<file path="config.mk">
export PLATFORM = sky130hd
export DESIGN_NAME = jtag_tap_ctrl
export DESIGN_NICKNAME = d
export VERILOG_FILES = /design/src/rtl/jtag_tap_ctrl.sv
export SDC_FILE = /design/constraint.sdc
export NUM_CORES = 1
export LEC_CHECK = 0
export ABC_AREA = 1
export BUFFER_PORTS_ARGS = -buffer_cell sky130_fd_sc_hd__clkbuf_2
export CORE_MARGIN = 1
export CORE_UTILIZATION = 25
export DETAILED_ROUTE_END_ITERATION = 8
export PLACE_DENSITY_LB_ADDON = 0.05
export SYNTH_ARGS = -nofsm -noshare
export SYNTH_HDL_FRONTEND = slang
export SYNTH_SLANG_ARGS = --single-unit
</file>
<file path="constraint.sdc">
create_clock -name tck -period 1.56 [get_ports tck]
set_input_delay 0.078 -clock tck [delete_from_list [all_inputs] [get_ports tck]]
set_output_delay 0.078 -clock tck [all_outputs]
set_load 0.02 [all_outputs]
</file>
<file path="src/rtl/jtag_tap_ctrl.sv">
// IEEE 1149.1 TAP controller with IR, BYPASS, optional IDCODE and one user data register.
// Define JTAG_TAP_IDCODE_EN to include the IDCODE register and make IDCODE_OP the reset instruction.
module jtag_tap_ctrl #(
  parameter int                  IR_WIDTH  = 4,
  parameter int                  DR_WIDTH  = 32,
  parameter logic [31:0]         IDCODE    = 32'h0000_0001,
  parameter logic [IR_WIDTH-1:0] IDCODE_OP = 'h1,
  parameter logic [IR_WIDTH-1:0] USER_OP   = 'h2
) (
  input  logic                tck,
  input  logic                trst_n,
  input  logic                tms,
  input  logic                tdi,
  output logic                tdo,
  output logic                tdo_en,
  input  logic [DR_WIDTH-1:0] user_dr_in,
  output logic [DR_WIDTH-1:0] user_dr_out,
  output logic                user_update,
  output logic [3:0]          tap_state,
  output logic [IR_WIDTH-1:0] ir_value
);

  typedef enum logic [3:0] {
    EX2_DR   = 4'h0,
    EX1_DR   = 4'h1,
    SH_DR    = 4'h2,
    PAUSE_DR = 4'h3,
    SEL_IR   = 4'h4,
    UPD_DR   = 4'h5,
    CAP_DR   = 4'h6,
    SEL_DR   = 4'h7,
    EX2_IR   = 4'h8,
    EX1_IR   = 4'h9,
    SH_IR    = 4'hA,
    PAUSE_IR = 4'hB,
    RTI      = 4'hC,
    UPD_IR   = 4'hD,
    CAP_IR   = 4'hE,
    TLR      = 4'hF
  } state_t;

  localparam logic [IR_WIDTH-1:0] IR_CAPTURE = {{(IR_WIDTH-1){1'b0}}, 1'b1};

  state_t              state;
  state_t              state_nxt;
  logic [IR_WIDTH-1:0] ir_sr;
  logic [IR_WIDTH:0]   ir_cat;
  logic [DR_WIDTH-1:0] user_sr;
  logic [DR_WIDTH:0]   user_cat;
  logic                byp_sr;
  logic                id_tdo;
  logic                dr_tdo;
  logic                sel_id;
  logic                sel_user;

  assign tap_state = state;
  assign ir_cat    = {tdi, ir_sr};
  assign user_cat  = {tdi, user_sr};

`ifdef JTAG_TAP_IDCODE_EN
  localparam bit                  ID_EN    = 1'b1;
  localparam logic [IR_WIDTH-1:0] IR_RESET = IDCODE_OP;

  logic [31:0] id_sr;

  // IDCODE register: bit 0 is forced to 1 as the standard requires
  always_ff @(posedge tck or negedge trst_n) begin
    if (!trst_n) begin
      id_sr <= '0;
    end else if (sel_id) begin
      if (state == CAP_DR)
        id_sr <= {IDCODE[31:1], 1'b1};
      else if (state == SH_DR)
        id_sr <= {tdi, id_sr[31:1]};
    end
  end

  assign id_tdo = id_sr[0];
`else
  localparam bit                  ID_EN    = 1'b0;
  localparam logic [IR_WIDTH-1:0] IR_RESET = '1;

  assign id_tdo = 1'b0;
`endif

  assign sel_id   = ID_EN && (ir_value == IDCODE_OP);
  assign sel_user = !sel_id && (ir_value == USER_OP);
  assign dr_tdo   = sel_id ? id_tdo : (sel_user ? user_sr[0] : byp_sr);

  always_ff @(posedge tck or negedge trst_n) begin
    if (!trst_n) state <= TLR;
    else         state <= state_nxt;
  end

  always_comb begin
    state_nxt = state;
    unique case (state)
      TLR:      state_nxt = tms ? TLR      : RTI;
      RTI:      state_nxt = tms ? SEL_DR   : RTI;
      SEL_DR:   state_nxt = tms ? SEL_IR   : CAP_DR;
      CAP_DR:   state_nxt = tms ? EX1_DR   : SH_DR;
      SH_DR:    state_nxt = tms ? EX1_DR   : SH_DR;
      EX1_DR:   state_nxt = tms ? UPD_DR   : PAUSE_DR;
      PAUSE_DR: state_nxt = tms ? EX2_DR   : PAUSE_DR;
      EX2_DR:   state_nxt = tms ? UPD_DR   : SH_DR;
      UPD_DR:   state_nxt = tms ? SEL_DR   : RTI;
      SEL_IR:   state_nxt = tms ? TLR      : CAP_IR;
      CAP_IR:   state_nxt = tms ? EX1_IR   : SH_IR;
      SH_IR:    state_nxt = tms ? EX1_IR   : SH_IR;
      EX1_IR:   state_nxt = tms ? UPD_IR   : PAUSE_IR;
      PAUSE_IR: state_nxt = tms ? EX2_IR   : PAUSE_IR;
      EX2_IR:   state_nxt = tms ? UPD_IR   : SH_IR;
      UPD_IR:   state_nxt = tms ? SEL_DR   : RTI;
      default:  state_nxt = TLR;
    endcase
  end

  // Capture and shift on the rising edge; all other states hold the registers
  always_ff @(posedge tck or negedge trst_n) begin
    if (!trst_n) begin
      ir_sr   <= '0;
      user_sr <= '0;
      byp_sr  <= 1'b0;
    end else begin
      case (state)
        CAP_IR: ir_sr <= IR_CAPTURE;
        SH_IR:  ir_sr <= ir_cat[IR_WIDTH:1];
        CAP_DR: begin
          if (sel_user)     user_sr <= user_dr_in;
          else if (!sel_id) byp_sr  <= 1'b0;
        end
        SH_DR: begin
          if (sel_user)     user_sr <= user_cat[DR_WIDTH:1];
          else if (!sel_id) byp_sr  <= tdi;
        end
        default: ;
      endcase
    end
  end

  // Falling-edge side: tdo, update latches and instruction reset in TLR
  always_ff @(negedge tck or negedge trst_n) begin
    if (!trst_n) begin
      tdo         <= 1'b0;
      tdo_en      <= 1'b0;
      user_dr_out <= '0;
      user_update <= 1'b0;
      ir_value    <= IR_RESET;
    end else begin
      tdo_en      <= (state == SH_DR) || (state == SH_IR);
      tdo         <= (state == SH_IR) ? ir_sr[0] : ((state == SH_DR) ? dr_tdo : 1'b0);
      user_update <= (state == UPD_DR) && sel_user;
      if ((state == UPD_DR) && sel_user)
        user_dr_out <= user_sr;
      if (state == UPD_IR)
        ir_value <= ir_sr;
      else if (state == TLR)
        ir_value <= IR_RESET;
    end
  end

endmodule

</file>
# Word-level counts from Yosys, hierarchy flattened
# Index checks and enable logic that the tools add are counted.
[totals] output_inout_bits=43 word_cells=65 regBits=80
[classes] reduce_logical=11 n_mux=25 eq_ne=20
[ops] cell="$mux 32" count=2
[ops] cell="$pmux 32 s2" count=1
[ops] cell="$pmux 4 s12" count=1
[ops] cell="$eq 4x4->1 const B" count=8
[ops] cell="$eq 4x3->1 const B" count=4
[ops] cell="$eq 4x2->1 const B" count=3
[ops] cell="$mux 2" count=6
[ops] cell="$mux 3" count=4
[ops] cell="$mux 4" count=3
[ops] cell="$ne 2x2->1 const B" count=4
[ops] cell="$pmux 4 s2" count=1
[ops] cell="$mux 1" count=6
[ops] cell="$reduce_and 3->1" count=2
[ops] cell="$reduce_bool 2->1" count=3
[ops] cell="$eq 4x1->1 const B" count=1
[ops] cell="$logic_not 4->1" count=1
[ops] cell="$reduce_or 2->1" count=2
[ops] cell="$reduce_or 3->1" count=1
[ops] cell="$pmux 1 s2" count=1
[ops] cell="$logic_and 1x1->1" count=1
[ops] cell="$logic_or 1x1->1" count=1

# Logic depth before layout (Yosys ltp)
[depth] depth_word=4 ltp_mapped=9 mapped_depth_nobuf=7

==> results_tabular.tex <==
\begin{tabular}{lr}
\hline
Metric & Value \\
\hline
\multicolumn{2}{l}{\textbf{Flow run}} \\
\quad Count of maximum capacitance violations & 0 \\
\multicolumn{2}{l}{\textbf{Pwr}} \\
\quad Worst vdd ir & about 630 uV \\
\quad PwrDens & about 1900 nW/um\^{}2 \\
\quad Static leakage & between 3 and 4 nW \\
\quad Sum of internal, switching and leakage power & between 0.01 and 0.015 W \\
\multicolumn{2}{l}{\textbf{Setup path}} \\
\quad Number of cells on the worst reg-to-reg path & 6 \\
\quad Critical path's slowest cell & dfstp\_2 \\
\quad Endpoint kind of the worst setup timing path & flip-flop \\
\quad Crit path top cell by count & nand2\_2 \\
\quad Category of the most critical setup path & reg -> reg \\
\quad Required time of the worst setup path & between 0.9 and 1 ns \\
\quad Critical path launch point type & flip-flop \\
\quad Crit-path max FO & 8 \\
\quad Delay contributed by the slowest stage of the critical path & approximately 0.54 ns \\
\quad Arrival time of data at the critical path endpoint & $\sim$1.5 ns \\
\quad Crit path from & tap\_state[0] \\
\quad Source of the worst register-to-register timing path & tap\_state[0] \\
\quad Cell breakdown of the critical path & nand2\_2 > nor2\_4 > nand2\_8 > clkbuf\_16 > nand2\_2 > o21ai\_1 \\
\multicolumn{2}{l}{\textbf{Min path}} \\
\quad Worst min-delay path class & in -> reg \\
\quad Worst hold start & tdi \\
\quad Depth of the worst hold-timing path & 3 \\
\multicolumn{2}{l}{\textbf{Global routing}} \\
\quad Antenna violations before repair & 0 \\
\quad GRT Residual Overflow & 0 \\
\quad Global Route Usage Sum & 0.141 \\
\quad First-pass GRT wire length & roughly 17000 um \\
\quad Number of global-route vias before repair & between 3000 and 4000 \\
\quad Largest net degree at the start of global routing & 35 \\
\multicolumn{2}{l}{\textbf{Clock network}} \\
\quad CTS sink cnt & 80 \\
\quad Clock-pin transition on the worst setup and hold timing paths & approximately 0.06 ns \\
\quad Number of buffers created by CTS & 9 \\
\quad Worst skew pair latency & roughly 0.39 ns \\
\quad Max Root-Sink Buffers & 2 \\
\quad Clk Tree Root Cell & clkbuf\_16 \\
\quad TritonCTS clock tree & built \\
\quad Number of H-tree levels & 3 \\
\multicolumn{2}{l}{\textbf{Timing}} \\
\quad Setup violations, final & 111 \\
\quad Final number of max-transition violations & 0 \\
\quad Slew at the pin with the worst max-slew slack & approximately 0.39 ns \\
\quad Unrepaired setup endpoints after global routing & yes \\
\quad Max-slew headroom & 0.743 \\
\quad Final hold viol count & 0 \\
\quad Clock tree skew after final layout & between 0.05 and 0.06 ns \\
\quad Final worst setup slack & -0.570 ns \\
\multicolumn{2}{l}{\textbf{Finish}} \\
\quad Area of the multi-input gates & 1570 sq um \\
\quad Sequential cell area in the final layout & $\sim$2000 sq um \\
\quad Number of filler instances in the final layout & about 1500 \\
\quad Share of cells above drive strength 1 & 0.401 \\
\quad Most frequent cells in the layout & nand2\_1 (142), inv\_1 (79), buf\_4 (50) \\
\quad Number of inserted diodes & 0 \\
\quad Most common library cell in the layout ignoring fill and taps & nand2\_1 \\
\quad Count of non-filler cells in the finished layout & 817 \\
\quad Post-synthesis to final-layout area growth & 61.2\% \\
\quad Final layout net count & 664 \\
\multicolumn{2}{l}{\textbf{Placement}} \\
\quad Number of instances in the placed design & between 700 and 800 \\
\quad Sum of net half-perimeters after detailed placement & a little under 7000 um \\
\quad Number of port buffers & a little under 80 \\
\quad Final RePlAce weighted congestion & between 0.7 and 0.8 \\
\multicolumn{2}{l}{\textbf{Die}} \\
\quad Die X-Extent & 124 um \\
\quad Top-level port count & slightly below 80 \\
\quad Core Rows & 44 \\
\quad Die boundary height & around 120 um \\
\quad Starting Density & 0.256 \\
\quad Full die area & between 15000 and 20000 sq um \\
\quad Placeable Area & 14600 sq um \\
\multicolumn{2}{l}{\textbf{Run status}} \\
\quad Violations in the final reports & negative setup slack \\
\quad Result of the run & complete, but fails checks \\
\multicolumn{2}{l}{\textbf{Synth}} \\
\quad Avg Synthesized Cell Area & around 7.8 sq um \\
\quad Fraction of synthesized cell area taken by the top area cell type & 0.248 \\
\quad Area contributors post-synth & dfrtp\_1 (25\%), dfrtn\_1 (23\%), nand2\_1 (19\%), inv\_1 (7.9\%), dfstp\_2 (5.6\%) \\
\quad Synthesis-stage register bit count & 80 \\
\quad Synth Cell Area & 3740 sq um \\
\quad Cell type contributing the most total cell area after synthesis & dfrtp\_1 \\
\quad Portion of the post-synthesis area used by sequential elements & 0.538 \\
\quad Count of cell types in the netlist & 22 \\
\quad Net count of the mapped netlist & 518 \\
\quad Yosys Warn Count & 0 \\
\quad Gate Count Post-Synth & 482 \\
\multicolumn{2}{l}{\textbf{Drt}} \\
\quad Via count & about 3500 \\
\quad Number of nets with antenna violations after routing & 0 \\
\quad Routed WL per cell & roughly 14 um \\
\quad Total iterations of the first detailed-routing run & 4 \\
\quad Total Routed Length & between 10000 and 15000 um \\
\quad Number of vias per cell & between 4 and 5 \\
\quad Drt first-iter violations & around 100 \\
\quad Count of unresolved DRC violations after routing & 0 \\
\hline
\end{tabular}
-- registers in the layout (all words and copies together), names as in the netlist --
name,flops
user_dr_out,32
user_sr,32
ir_sr,4
ir_value,4
tap_state,4
byp_sr,1
tdo,1
tdo_en,1
user_update,1
-- critical path, delay by kind of cell (launching register included) --
family / cells / cell delay, ns
flops: 1 / 0.54
simple gates: 4 / 0.41
buf+inv: 1 / 0.19
compound gates: 1 / 0.05
-- cells by family (layout without fill, tap and decap cells) --
| logic type | count (synthesis) | in the layout | synth area share |
|---|---|---|---|
| AND/OR/NAND/NOR | 253 | 253 | 0.278 |
| buffers and inverters | 104 | 255 | 0.123 |
| flip-flops | 80 | 80 | 0.538 |
| AO/OA/AOI/OAI | 45 | 45 | 0.0612 |
-- synth_stat cells --
library cell / n
o21ai_1: 8
inv_2: 2
dfstp_2: 8
clkinv_1: 2
buf_4: 6
o21ai_0: 27
dfrtn_1: 35
nor2_4: 1
clkbuf_1: 3
nand4_1: 3
a21oi_1: 7
inv_1: 79
buf_6: 5
nor2_1: 16
dfrtp_1: 37
nand2_1: 188
o22ai_1: 3
nand2_2: 1
nand3_1: 42
buf_2: 7
nor2_2: 1
nor2_8: 1
-- power breakdown --
part / total, W / internal [W] / switching [W]
clock: 0.00228 / 0.00138 / 0.000901
sequential: 0.00360 / 0.00302 / 0.000578
combinational: 0.00531 / 0.00270 / 0.00261
-- per-layer routing --
layer  vias up  track usage  part of all wire
met5         -            0                 0
met3        12       0.0288             0.030
met2        66        0.223              0.47
li1       1750            -                 -
met4         0       0.0609             0.013
met1      1666        0.187              0.48
-- final cells by class --
class | instances | share of cell area
Clock inverter | 8 | 0.0108
Timing Repair Buffer | 153 | 0.260
Tap cell | 184 | 0.0382
Clock buffer | 12 | 0.0442
Multi-Input combinational cell | 298 | 0.260
Sequential cell | 80 | 0.334
Inverter | 82 | 0.0536
-- per-stage QoR --
stage | util | worst slack, ns | TNS, ns | area, sq um | hold slack, ns
detailed placement | 0.314 | -0.551 | -36.78 | 4590 | -0.0291
global placement | 0.314 | -0.538 | -35.82 | 4590 | -0.0336
floorplan | - | -0.677 | -40.73 | 3800 | -0.218
global route | 0.413 | -0.627 | -52.41 | 6030 | 0.0559
finish | 0.413 | -0.570 | -46.83 | 6030 | 0.0372
CTS | 0.376 | -0.522 | -45.40 | 5490 | 0.0374
-- timing repair --
item | in CTS | in global routing
pin swaps | 6 | 8
hold buffers | 2 | 0
setup buffers | 14 | 21
gates resized for setup | 104 | 81
setup endpoints to repair | 111 | 116
cloned | 0 | 6
hold endpoints to repair | 26 | 0
-- final timing paths --
check / end / slack (ns)
min reg2reg: user_dr_out[5] / 0.44
max reg2reg: user_dr_out[15] / -0.57
min in group asynchronous: user_sr[0] / 0.18
max: user_dr_out[15] / -0.57
max in group asynchronous: user_dr_out[17] / 0.25
min: ir_sr[3] / 0.04
No activity file was read; power rests on OpenSTA's default activity.
